File: config.mk
export PLATFORM = sky130hd
export DESIGN_NAME = crc8_frame_tx_flat
export DESIGN_NICKNAME = d
export VERILOG_FILES = /design/src/rtl/crc8_frame_tx_pkg.sv /design/src/rtl/crc8_frame_tx_if.sv /design/src/rtl/crc8_byte_engine.sv /design/src/rtl/crc8_frame_tx.sv /design/src/flat_wrapper.sv
export SDC_FILE = /design/constraint.sdc
export NUM_CORES = 1
export LEC_CHECK = 0
export CORE_MARGIN = 4
export CORE_UTILIZATION = 46
export CTS_CLUSTER_SIZE = 16
export DETAILED_ROUTE_END_ITERATION = 12
export PLACE_DENSITY_LB_ADDON = 0.3
export SYNTH_ARGS = -nofsm -noshare
export SYNTH_HDL_FRONTEND = slang
export SYNTH_SLANG_ARGS = --single-unit
File: constraint.sdc
create_clock -name clk -period 1.85 [get_ports clk]
set_input_delay 0.185 -clock clk [delete_from_list [all_inputs] [get_ports clk]]
set_output_delay 0.185 -clock clk [all_outputs]
set_load 0.1 [all_outputs]
File: src/rtl/crc8_frame_tx_pkg.sv
// Shared types and defaults for the CRC-8 framing transmitter.
// Holds the FSM state enum, the default polynomial and init value, and one CRC bit step.
package crc8_frame_tx_pkg;

  localparam logic [7:0] CRC8_POLY_DEFAULT = 8'h07;
  localparam logic [7:0] CRC8_INIT_DEFAULT = 8'h00;

  typedef enum logic [1:0] {
    WAIT_IN,
    CALC,
    SEND_DATA,
    SEND_CRC
  } state_t;

  // One MSB-first shift of the CRC register with the x^8 term implicit.
  function automatic logic [7:0] crc8_step(input logic [7:0] crc,
                                           input logic       bit_in,
                                           input logic [7:0] poly);
    logic fb;
    fb = crc[7] ^ bit_in;
    return {crc[6:0], 1'b0} ^ (fb ? poly : 8'h00);
  endfunction

endpackage

File: src/rtl/crc8_frame_tx_if.sv
// Byte stream bus for crc8_frame_tx: input channel (s_*) and output channel (m_*).
// The master side feeds bytes and sinks beats; the slave side is the transmitter.
interface crc8_frame_tx_if;
  logic [7:0] s_data;
  logic       s_valid;
  logic       s_last;
  logic       s_ready;
  logic [7:0] m_data;
  logic       m_valid;
  logic       m_last;
  logic       m_ready;

  modport master (
    output s_data, s_valid, s_last, m_ready,
    input  s_ready, m_data, m_valid, m_last
  );

  modport slave (
    input  s_data, s_valid, s_last, m_ready,
    output s_ready, m_data, m_valid, m_last
  );
endinterface

File: src/rtl/crc8_byte_engine.sv
// Bit-serial CRC-8 engine: a start pulse loads a byte, which is then shifted in MSB first
// over the next 8 edges; done is high during the cycle whose edge performs the 8th shift.
module crc8_byte_engine
  import crc8_frame_tx_pkg::*;
#(
  parameter logic [7:0] POLY = CRC8_POLY_DEFAULT,
  parameter logic [7:0] INIT = CRC8_INIT_DEFAULT
) (
  input  logic       clk,
  input  logic       rst_n,
  input  logic       start,
  input  logic [7:0] data,
  input  logic       clear,
  output logic [7:0] crc,
  output logic       done
);

  logic [7:0] shreg;
  logic [2:0] bit_cnt;
  logic       active;

  // The CRC only moves while a byte is being shifted, or on an explicit clear back to INIT.
  always_ff @(posedge clk or negedge rst_n) begin
    if (!rst_n) begin
      crc     <= INIT;
      shreg   <= 8'h00;
      bit_cnt <= 3'd0;
      active  <= 1'b0;
    end else if (clear) begin
      crc <= INIT;
    end else if (start) begin
      shreg   <= data;
      bit_cnt <= 3'd0;
      active  <= 1'b1;
    end else if (active) begin
      crc     <= crc8_step(crc, shreg[7], POLY);
      shreg   <= {shreg[6:0], 1'b0};
      bit_cnt <= bit_cnt + 3'd1;
      if (bit_cnt == 3'd7) begin
        active <= 1'b0;
      end
    end
  end

  assign done = active && (bit_cnt == 3'd7);

endmodule

File: src/rtl/crc8_frame_tx.sv
// CRC-8 frame transmitter: echoes each payload byte after an 8-cycle bit-serial CRC update
// and appends the CRC byte (m_last = 1) after the byte that carried s_last.
module crc8_frame_tx
  import crc8_frame_tx_pkg::*;
#(
  parameter logic [7:0] POLY = CRC8_POLY_DEFAULT,
  parameter logic [7:0] INIT = CRC8_INIT_DEFAULT
) (
  input  logic                 clk,
  input  logic                 rst_n,
  crc8_frame_tx_if.slave       bus,
  output logic                 busy
);

  state_t     state;
  state_t     next_state;
  logic [7:0] data_reg;
  logic       last_reg;
  logic       start;
  logic       clear;
  logic       done;
  logic [7:0] crc;

  // The input is only ever accepted in WAIT_IN, so s_ready is implied by the state.
  assign start = (state == WAIT_IN) && bus.s_valid;

  crc8_byte_engine #(
    .POLY (POLY),
    .INIT (INIT)
  ) u_engine (
    .clk   (clk),
    .rst_n (rst_n),
    .start (start),
    .data  (bus.s_data),
    .clear (clear),
    .crc   (crc),
    .done  (done)
  );

  always_ff @(posedge clk or negedge rst_n) begin
    if (!rst_n) begin
      state    <= WAIT_IN;
      data_reg <= 8'h00;
      last_reg <= 1'b0;
    end else begin
      state <= next_state;
      if (start) begin
        data_reg <= bus.s_data;
        last_reg <= bus.s_last;
      end
    end
  end

  always_comb begin
    next_state  = state;
    bus.s_ready = 1'b0;
    bus.m_valid = 1'b0;
    bus.m_last  = 1'b0;
    bus.m_data  = 8'h00;
    busy        = 1'b1;
    clear       = 1'b0;
    case (state)
      WAIT_IN: begin
        bus.s_ready = 1'b1;
        busy        = 1'b0;
        if (bus.s_valid) begin
          next_state = CALC;
        end
      end
      CALC: begin
        if (done) begin
          next_state = SEND_DATA;
        end
      end
      SEND_DATA: begin
        bus.m_valid = 1'b1;
        bus.m_data  = data_reg;
        if (bus.m_ready) begin
          next_state = last_reg ? SEND_CRC : WAIT_IN;
        end
      end
      SEND_CRC: begin
        bus.m_valid = 1'b1;
        bus.m_data  = crc;
        bus.m_last  = 1'b1;
        if (bus.m_ready) begin
          clear      = 1'b1;
          next_state = WAIT_IN;
        end
      end
      default: begin
        next_state = WAIT_IN;
      end
    endcase
  end

endmodule

File: src/flat_wrapper.sv
// flat-port wrapper written by rule: the top's interface ports become plain ports
module crc8_frame_tx_flat import crc8_frame_tx_pkg::*;
#(
  parameter logic [7:0] POLY = CRC8_POLY_DEFAULT,
  parameter logic [7:0] INIT = CRC8_INIT_DEFAULT
)
  (clk, rst_n, busy, bus_s_data, bus_s_valid, bus_s_last, bus_m_ready, bus_s_ready, bus_m_data, bus_m_valid, bus_m_last);
  crc8_frame_tx_if bus_i ();
  input  logic clk;
  input  logic rst_n;
  output logic busy;
  input wire logic [$bits(bus_i.s_data)-1:0] bus_s_data;
  input wire logic [$bits(bus_i.s_valid)-1:0] bus_s_valid;
  input wire logic [$bits(bus_i.s_last)-1:0] bus_s_last;
  input wire logic [$bits(bus_i.m_ready)-1:0] bus_m_ready;
  output wire logic [$bits(bus_i.s_ready)-1:0] bus_s_ready;
  output wire logic [$bits(bus_i.m_data)-1:0] bus_m_data;
  output wire logic [$bits(bus_i.m_valid)-1:0] bus_m_valid;
  output wire logic [$bits(bus_i.m_last)-1:0] bus_m_last;
  assign bus_i.s_data = bus_s_data;
  assign bus_i.s_valid = bus_s_valid;
  assign bus_i.s_last = bus_s_last;
  assign bus_i.m_ready = bus_m_ready;
  assign bus_s_ready = bus_i.s_ready;
  assign bus_m_data = bus_i.m_data;
  assign bus_m_valid = bus_i.m_valid;
  assign bus_m_last = bus_i.m_last;
  crc8_frame_tx #(.POLY(POLY), .INIT(INIT)) u_core (.clk(clk), .rst_n(rst_n), .bus(bus_i), .busy(busy));
endmodule
==> results of run 1 <==
-- power groups by stage --
stage / Clock [mW] / Combinational, mW / Sequential, mW
2_1_floorplan: 0 / 1.19 / 1.11
3_3_place_gp: 0 / 1.51 / 1.18
3_5_place_dp: 0 / 1.55 / 1.20
4_1_cts: 0.394 / 1.56 / 1.18
5_1_grt: 0.429 / 1.66 / 1.23
6_report: 0.377 / 1.55 / 1.18
-- layer usage --
| metal | global-route usage [%] | part of all wire [%] |
|---|---|---|
| met3 | 6.63 | 6.5 |
| met5 | 0 | 0 |
| met4 | 9.14 | 3.3 |
| met2 | 26.8 | 48 |
| met1 | 17.9 | 42 |
-- final cells by class --
class	instances	area share, %
clock inverters	1	0.243
repair buffers	32	21.0
inverters	3	0.547
clock buffers	7	2.19
flip-flops and latches	31	37.7
multi-input cells	79	35.6
well taps	44	2.67
-- Yosys cell counts (all sizes together), types with 2 or more instances --
master / number / area share, %
nand2: 5 / 1.2
a22o: 12 / 6.8
o21ai: 3 / 0.97
mux2i: 8 / 5.2
clkbuf: 2 / 0.49
buf: 7 / 3.2
nor2b: 9 / 3.6
mux2: 23 / 18
nor2: 5 / 1.7
ha: 2 / 1.6
dfrtp: 31 / 50
inv: 3 / 0.73
nand2b: 2 / 1.3
xnor2: 3 / 1.7
-- critical path, delay by kind of cell, from the launching register on --
| family | cells | cell delay [ns] |
|---|---|---|
| DFF | 1 | 0.49 |
| buffers and inverters | 2 | 0.41 |
| muxes | 1 | 0.24 |
| and+or+nand+nor | 1 | 0.08 |
-- through the flow --
| stage | hold WS, ns | cell area, um2 | setup TNS (ns) | worst slack (ns) | std cells |
|---|---|---|---|---|---|
| global route | 0.248 | 2060 | 0 | 0.00485 | 197 |
| detailed placement | 0.494 | 2010 | -0.0183 | -0.0183 | 189 |
| finish | 0.229 | 2060 | 0 | 0.112 | 197 |
| floorplan | -0.111 | 1570 | -0.262 | -0.150 | 122 |
| global placement | 0.485 | 2010 | 0 | 0.0757 | 189 |
| CTS | 0.226 | 2060 | 0 | 0.0920 | 197 |
-- cell families after synthesis --
group / after synthesis
muxes: 31
DFF: 31
and+or+nand+nor: 23
AOI/OAI and AO/OA: 20
buffers and inverters: 12
xor gates and xnor gates: 3
adders and majority gates: 2
-- placed cells by master, fill, tap and decap left out, drive strengths merged, types with 2 or more instances in the layout --
cell / netlist / layout
nor2b: 9 / 9
clkdlybuf4s50: 0 / 12
mux2i: 8 / 8
o21ai: 3 / 3
xnor2: 3 / 3
buf: 7 / 20
inv: 3 / 3
dfrtp: 31 / 31
clkbuf: 2 / 7
mux2: 23 / 23
a22o: 12 / 12
nand2b: 2 / 2
ha: 2 / 2
nor2: 5 / 5
nand2: 5 / 5
-- worst max path at each step --
stage                                                  end  slack (ns)
floorplan                                             busy       -0.15
global placement      u_core.u_engine.shreg[2]$_DFFE_PN0P_        0.08
detailed placement  u_core.u_engine.bit_cnt[0]$_DFFE_PN0P_       -0.02
CTS                                          bus_m_data[4]        0.09
global route                                 bus_m_data[4]       0.005
finish                                       bus_m_data[4]        0.11
==> results.toml, run 1 <==
[yosys]
synthesized_area_mm2 = 0.00155
synth.net_count = 137
synth-xor-area-share_pct = 1.70
synth_edf_count = 0
synth_compound_area_share_pct = 10.2
post_synth_inst_count = 122
yosys.area_share.simple_pct = 8.58
synthesis_warning_total = 0
yosys_register_bits = 31
post_synth.cell_area_avg_um2 = 12.7
yosysSeqAreaShare_pct = 50.2
synth_cell_type_count = 26
mux_contribution_to_synthesized_area_pct = 23.4
synth-async-reset-ratio_pct = 100
postSynth.topFlopCell = "sky130_fd_sc_hd__dfrtp_1"
synth_adder_area_share_pct = 1.62
combinational_family_with_the_most_area_after_synthesis = "multiplexers"

[sta]
part_of_the_cycle_the_worst_path_needs_pct = 93.9
final-max-slew-violation-count = 0
setup-violations-final = 0
timing.final.hold_violations = 0
fmaxAchievable_mhz = 575
slew_headroom_pct = 69.8
rsz0062_at_grt = "false"
worst-slew-pin-transition_ns = 0.450
period_needed_ns = 1.74
fin_worst_skew_ns = 0.0101

[global_route]
grt_first_pass_wirelength_um = 5200
grt_start_max_net_pins = 32
first_global_vias = 1117
grt_overflow_total = 0
grt_antenna_before_repair = 0
grt_util_all_layers_pct = 16.3

[routing]
antenna_left = 0
dr_total_vias = 1055
dr.pass1.iters = 4
routedWlPerCell_um = 15.0
detail_route.iter0.violations = 17
drt_wl_total_um = 2960
drc_errors = 0
route.detailed.vias_per_inst = 5.36

[finish]
postLayoutCoreUtil_pct = 65.8
fillers = 230
nets = 167
area.growth.synth_to_final_pct = 33.1
seqCellArea_um2 = 776
antenna_cells = 0
multi_input_comb_area_um2 = 733
layout_cell_share_with_drive_strength_beyond_1_pct = 39.9

[critical_path]
worstSetupPathType = "reg2out"
worstPathCellList = "buf_4 > mux2i_1 > nor2b_2 > buf_12"
setup.worst_path.start = "u_core.state[0]$_DFFE_PN0P_"
worst_ep_arrival_time_ns = 1.55
endpoint_kind = "output port"
critical_path_required_ns = 1.66
critPathMaxStageDelay_ns = 0.49
worstReg2RegStart = "u_core.state[1]$_DFFE_PN0P_"
worstPathMaxFanout = 8
setup.worst_path.start_class = "flop"
timing.reg2reg.setup_slack_ns = 0.21
highest_delay_cell_along_the_critical_path = "sky130_fd_sc_hd__dfrtp_1"
r2r_cells = 5
critical_path.reg2reg.endpoint = "u_core.u_engine.shreg[1]$_DFFE_PN0P_"

[power]
part_of_the_power_in_registers_pct = 38.1
clkPwrFrac_pct = 12.1
p_int_mw = 1.91
combPwrFrac_pct = 49.8
vdd_ir_drop_max_uv = 574
power.net_switching_mw = 1.20
finalPower_mw = 3.11
power.density_mw_per_mm2 = 1510
swShare_pct = 38.7
static_leak_nw = 0.945

[die]
row_count = 20
placeable_area_mm2 = 0.00313
die-area_mm2 = 0.00435
die_y_um = 66.0
initial_utilization_pct = 49.4
design.portCount = 25
dieWidth_um = 66.0

[clocking]
clk_pin_slew_worst_paths_ns = 0.09
post-cts-setup-buffers = 0
htreeDepth = 2
root_buffer = "sky130_fd_sc_hd__clkbuf_4"
cts_tree = "done"
post_cts_hold_buffer_count = 0
clkSinkCount = 31
cts-buffers-inserted = 5
max-clock-path-buffers = 2
post_cts_resized = 0
clkLatencyLatePin_ns = 0.34

[run]
cap_viol_max_count = 0

[place]
place.port_buffers = 24
dp_hpwl_um = 2160
gp_routability_congestion = 0.780

[status]
status = "finished, final reports clean"

[hold_path]
worst_hold_path_type = "in2async"
Note: power is estimated with default switching activity, not from simulation.
==> run 2: changes to the inputs <==
Settings changed: CORE_UTILIZATION 46 to 52, SLEW_MARGIN set to 10.
==> results.toml, run 2 (synthesized netlist as in run 1, its figures left out) <==
[power]
static_leak_nw = 0.949
power.net_switching_mw = 1.21
clkPwrFrac_pct = 12.1
finalPower_mw = 3.12
swShare_pct = 38.8
part_of_the_power_in_registers_pct = 37.8
power.density_mw_per_mm2 = 1520
p_int_mw = 1.91
combPwrFrac_pct = 50.1
vdd_ir_drop_max_uv = 870

[sta]
layout_setup_ws_ns = 0.146
period_needed_ns = 1.70
timing.final.hold_violations = 0
slew_headroom_pct = 72.9
tns_ns = 0
final-max-slew-violation-count = 0
fin_worst_skew_ns = 0.00973
setup-violations-final = 0
rsz0062_at_grt = "false"
worst-slew-pin-transition_ns = 0.404
part_of_the_cycle_the_worst_path_needs_pct = 92.1
fmaxAchievable_mhz = 587

[critical_path]
worstPathMaxFanout = 8
critical_path_required_ns = 1.66
worst_path_buffer_plus_inverter_count = 2
worst_ep_arrival_time_ns = 1.52
setup.worst_path.start_class = "flop"
endpoint_kind = "output port"
highest_delay_cell_along_the_critical_path = "sky130_fd_sc_hd__dfrtp_2"
worstSetupPathType = "reg2out"
critical-path-top-delay-family = "flip-flops"
worstPathCellList = "buf_4 > mux2i_1 > nor2b_2 > buf_12"
critPathMaxStageDelay_ns = 0.48

[routing]
routedWlPerCell_um = 15.9
drt_wl_total_um = 2930
dr.pass1.iters = 5
dr_total_vias = 1022
detail_route.iter0.violations = 88
drc_errors = 0
route.detailed.vias_per_inst = 5.55
antenna_left = 0

[clocking]
clkSinkCount = 31
clk_pin_slew_worst_paths_ns = 0.10
post_cts_resized = 0
cts-buffers-inserted = 5
cts_tree = "done"
htreeDepth = 2
post_cts_hold_buffer_count = 0
clkLatencyLatePin_ns = 0.34
post-cts-setup-buffers = 0
max-clock-path-buffers = 2
root_buffer = "sky130_fd_sc_hd__clkbuf_4"

[die]
initial_utilization_pct = 55.1
row_count = 19
die-area_mm2 = 0.00391
placeable_area_mm2 = 0.00281
dieWidth_um = 62.5
die_y_um = 62.5
design.portCount = 25

[finish]
postLayoutCoreUtil_pct = 72.8
layout_cell_share_with_drive_strength_beyond_1_pct = 41.2
finalInstanceArea_mm2 = 0.00204
antenna_cells = 0
nets = 167
area.growth.synth_to_final_pct = 32.1
layout.cells.most_common_list = "30 x sky130_fd_sc_hd__dfrtp_1, 17 x sky130_fd_sc_hd__mux2_2, 13 x sky130_fd_sc_hd__buf_12"
layout.cells.most_common = "sky130_fd_sc_hd__dfrtp_1"

[global_route]
grt_antenna_before_repair = 0
grt_first_pass_wirelength_um = 5300
grt_start_max_net_pins = 32
grt_util_all_layers_pct = 17.3
first_global_vias = 1138
grt_overflow_total = 0

[place]
detailedPlace.worstSlack_ns = 0.0606
place.port_buffers = 24
detailed_place.area_mm2 = 0.00199
dp_hpwl_um = 2110
gp_routability_congestion = 0.763

[run]
cap_viol_max_count = 0

[hold_path]
worst_hold_path_type = "in2async"

[status]
status = "finished, final reports clean"
## run 2: layout make-up
type | instances | area (um2)
Clock buffer | 5 | 37.5
Timing Repair Buffer | 32 | 433
Clock inverter | 3 | 15.0
Multi-Input combinational cell | 79 | 731
Tap cell | 31 | 38.8
Fill cell | 203 | 762
Sequential cell | 31 | 777
Inverter | 3 | 11.3
## run 2: worst paths after layout
check	depth (start not counted)	slack, ns	start	to
setup / recovery	4	0.15	u_core.state[0]$_DFFE_PN0P_	bus_m_data[2]
hold / removal	2	0.23	rst_n	u_core.last_reg$_DFFE_PN0P_
setup reg to reg	5	0.26	u_core.state[1]$_DFFE_PN0P_	u_core.u_engine.shreg[2]$_DFFE_PN0P_
hold reg to reg	1	0.51	u_core.u_engine.shreg[0]$_DFFE_PN0P_	u_core.u_engine.shreg[0]$_DFFE_PN0P_
max in group asynchronous	2	1.33	rst_n	u_core.state[0]$_DFFE_PN0P_
min in group clk	3	0.41	bus_s_last	u_core.last_reg$_DFFE_PN0P_
## run 2: per-layer routing
| layer | vias up | wire length, um | part of all wire [%] | GRT usage (%) |
|---|---|---|---|---|
| li1 | 490 | - | - | - |
| met1 | 500 | 1240 | 42 | 20.5 |
| met2 | 25 | 1480 | 50 | 28.4 |
| met3 | 7 | 169 | 5.8 | 6.83 |
| met4 | 0 | 48 | 1.6 | 6.61 |
| met5 | - | 0 | 0 | 0 |
## run 2: per-stage QoR
stage / instances / hold WS [ns]
after floorplan: 122 / -0.111
after global placement: 176 / 0.486
after detailed placement: 176 / 0.490
after CTS: 184 / 0.234
after global routing: 184 / 0.235
final: 184 / 0.229
## run 2: worst reg2reg max path: cells and delay by family, from the launching register on
| kind | cells | cell delay [ns] |
|---|---|---|
| muxes | 1 | 0.36 |
| and+or+nand+nor | 1 | 0.12 |
| buffers and inverters | 2 | 0.46 |
| AOI/OAI and AO/OA | 1 | 0.17 |
| DFF | 1 | 0.38 |
## run 2: power by group through the flow
stage / combinational, mW / clock (mW) / sequential (mW)
detailed placement: 1.57 / 0 / 1.19
floorplan: 1.19 / 0 / 1.11
global placement: 1.52 / 0 / 1.17
CTS: 1.57 / 0.395 / 1.17
global route: 1.70 / 0.432 / 1.21
finish: 1.56 / 0.378 / 1.18
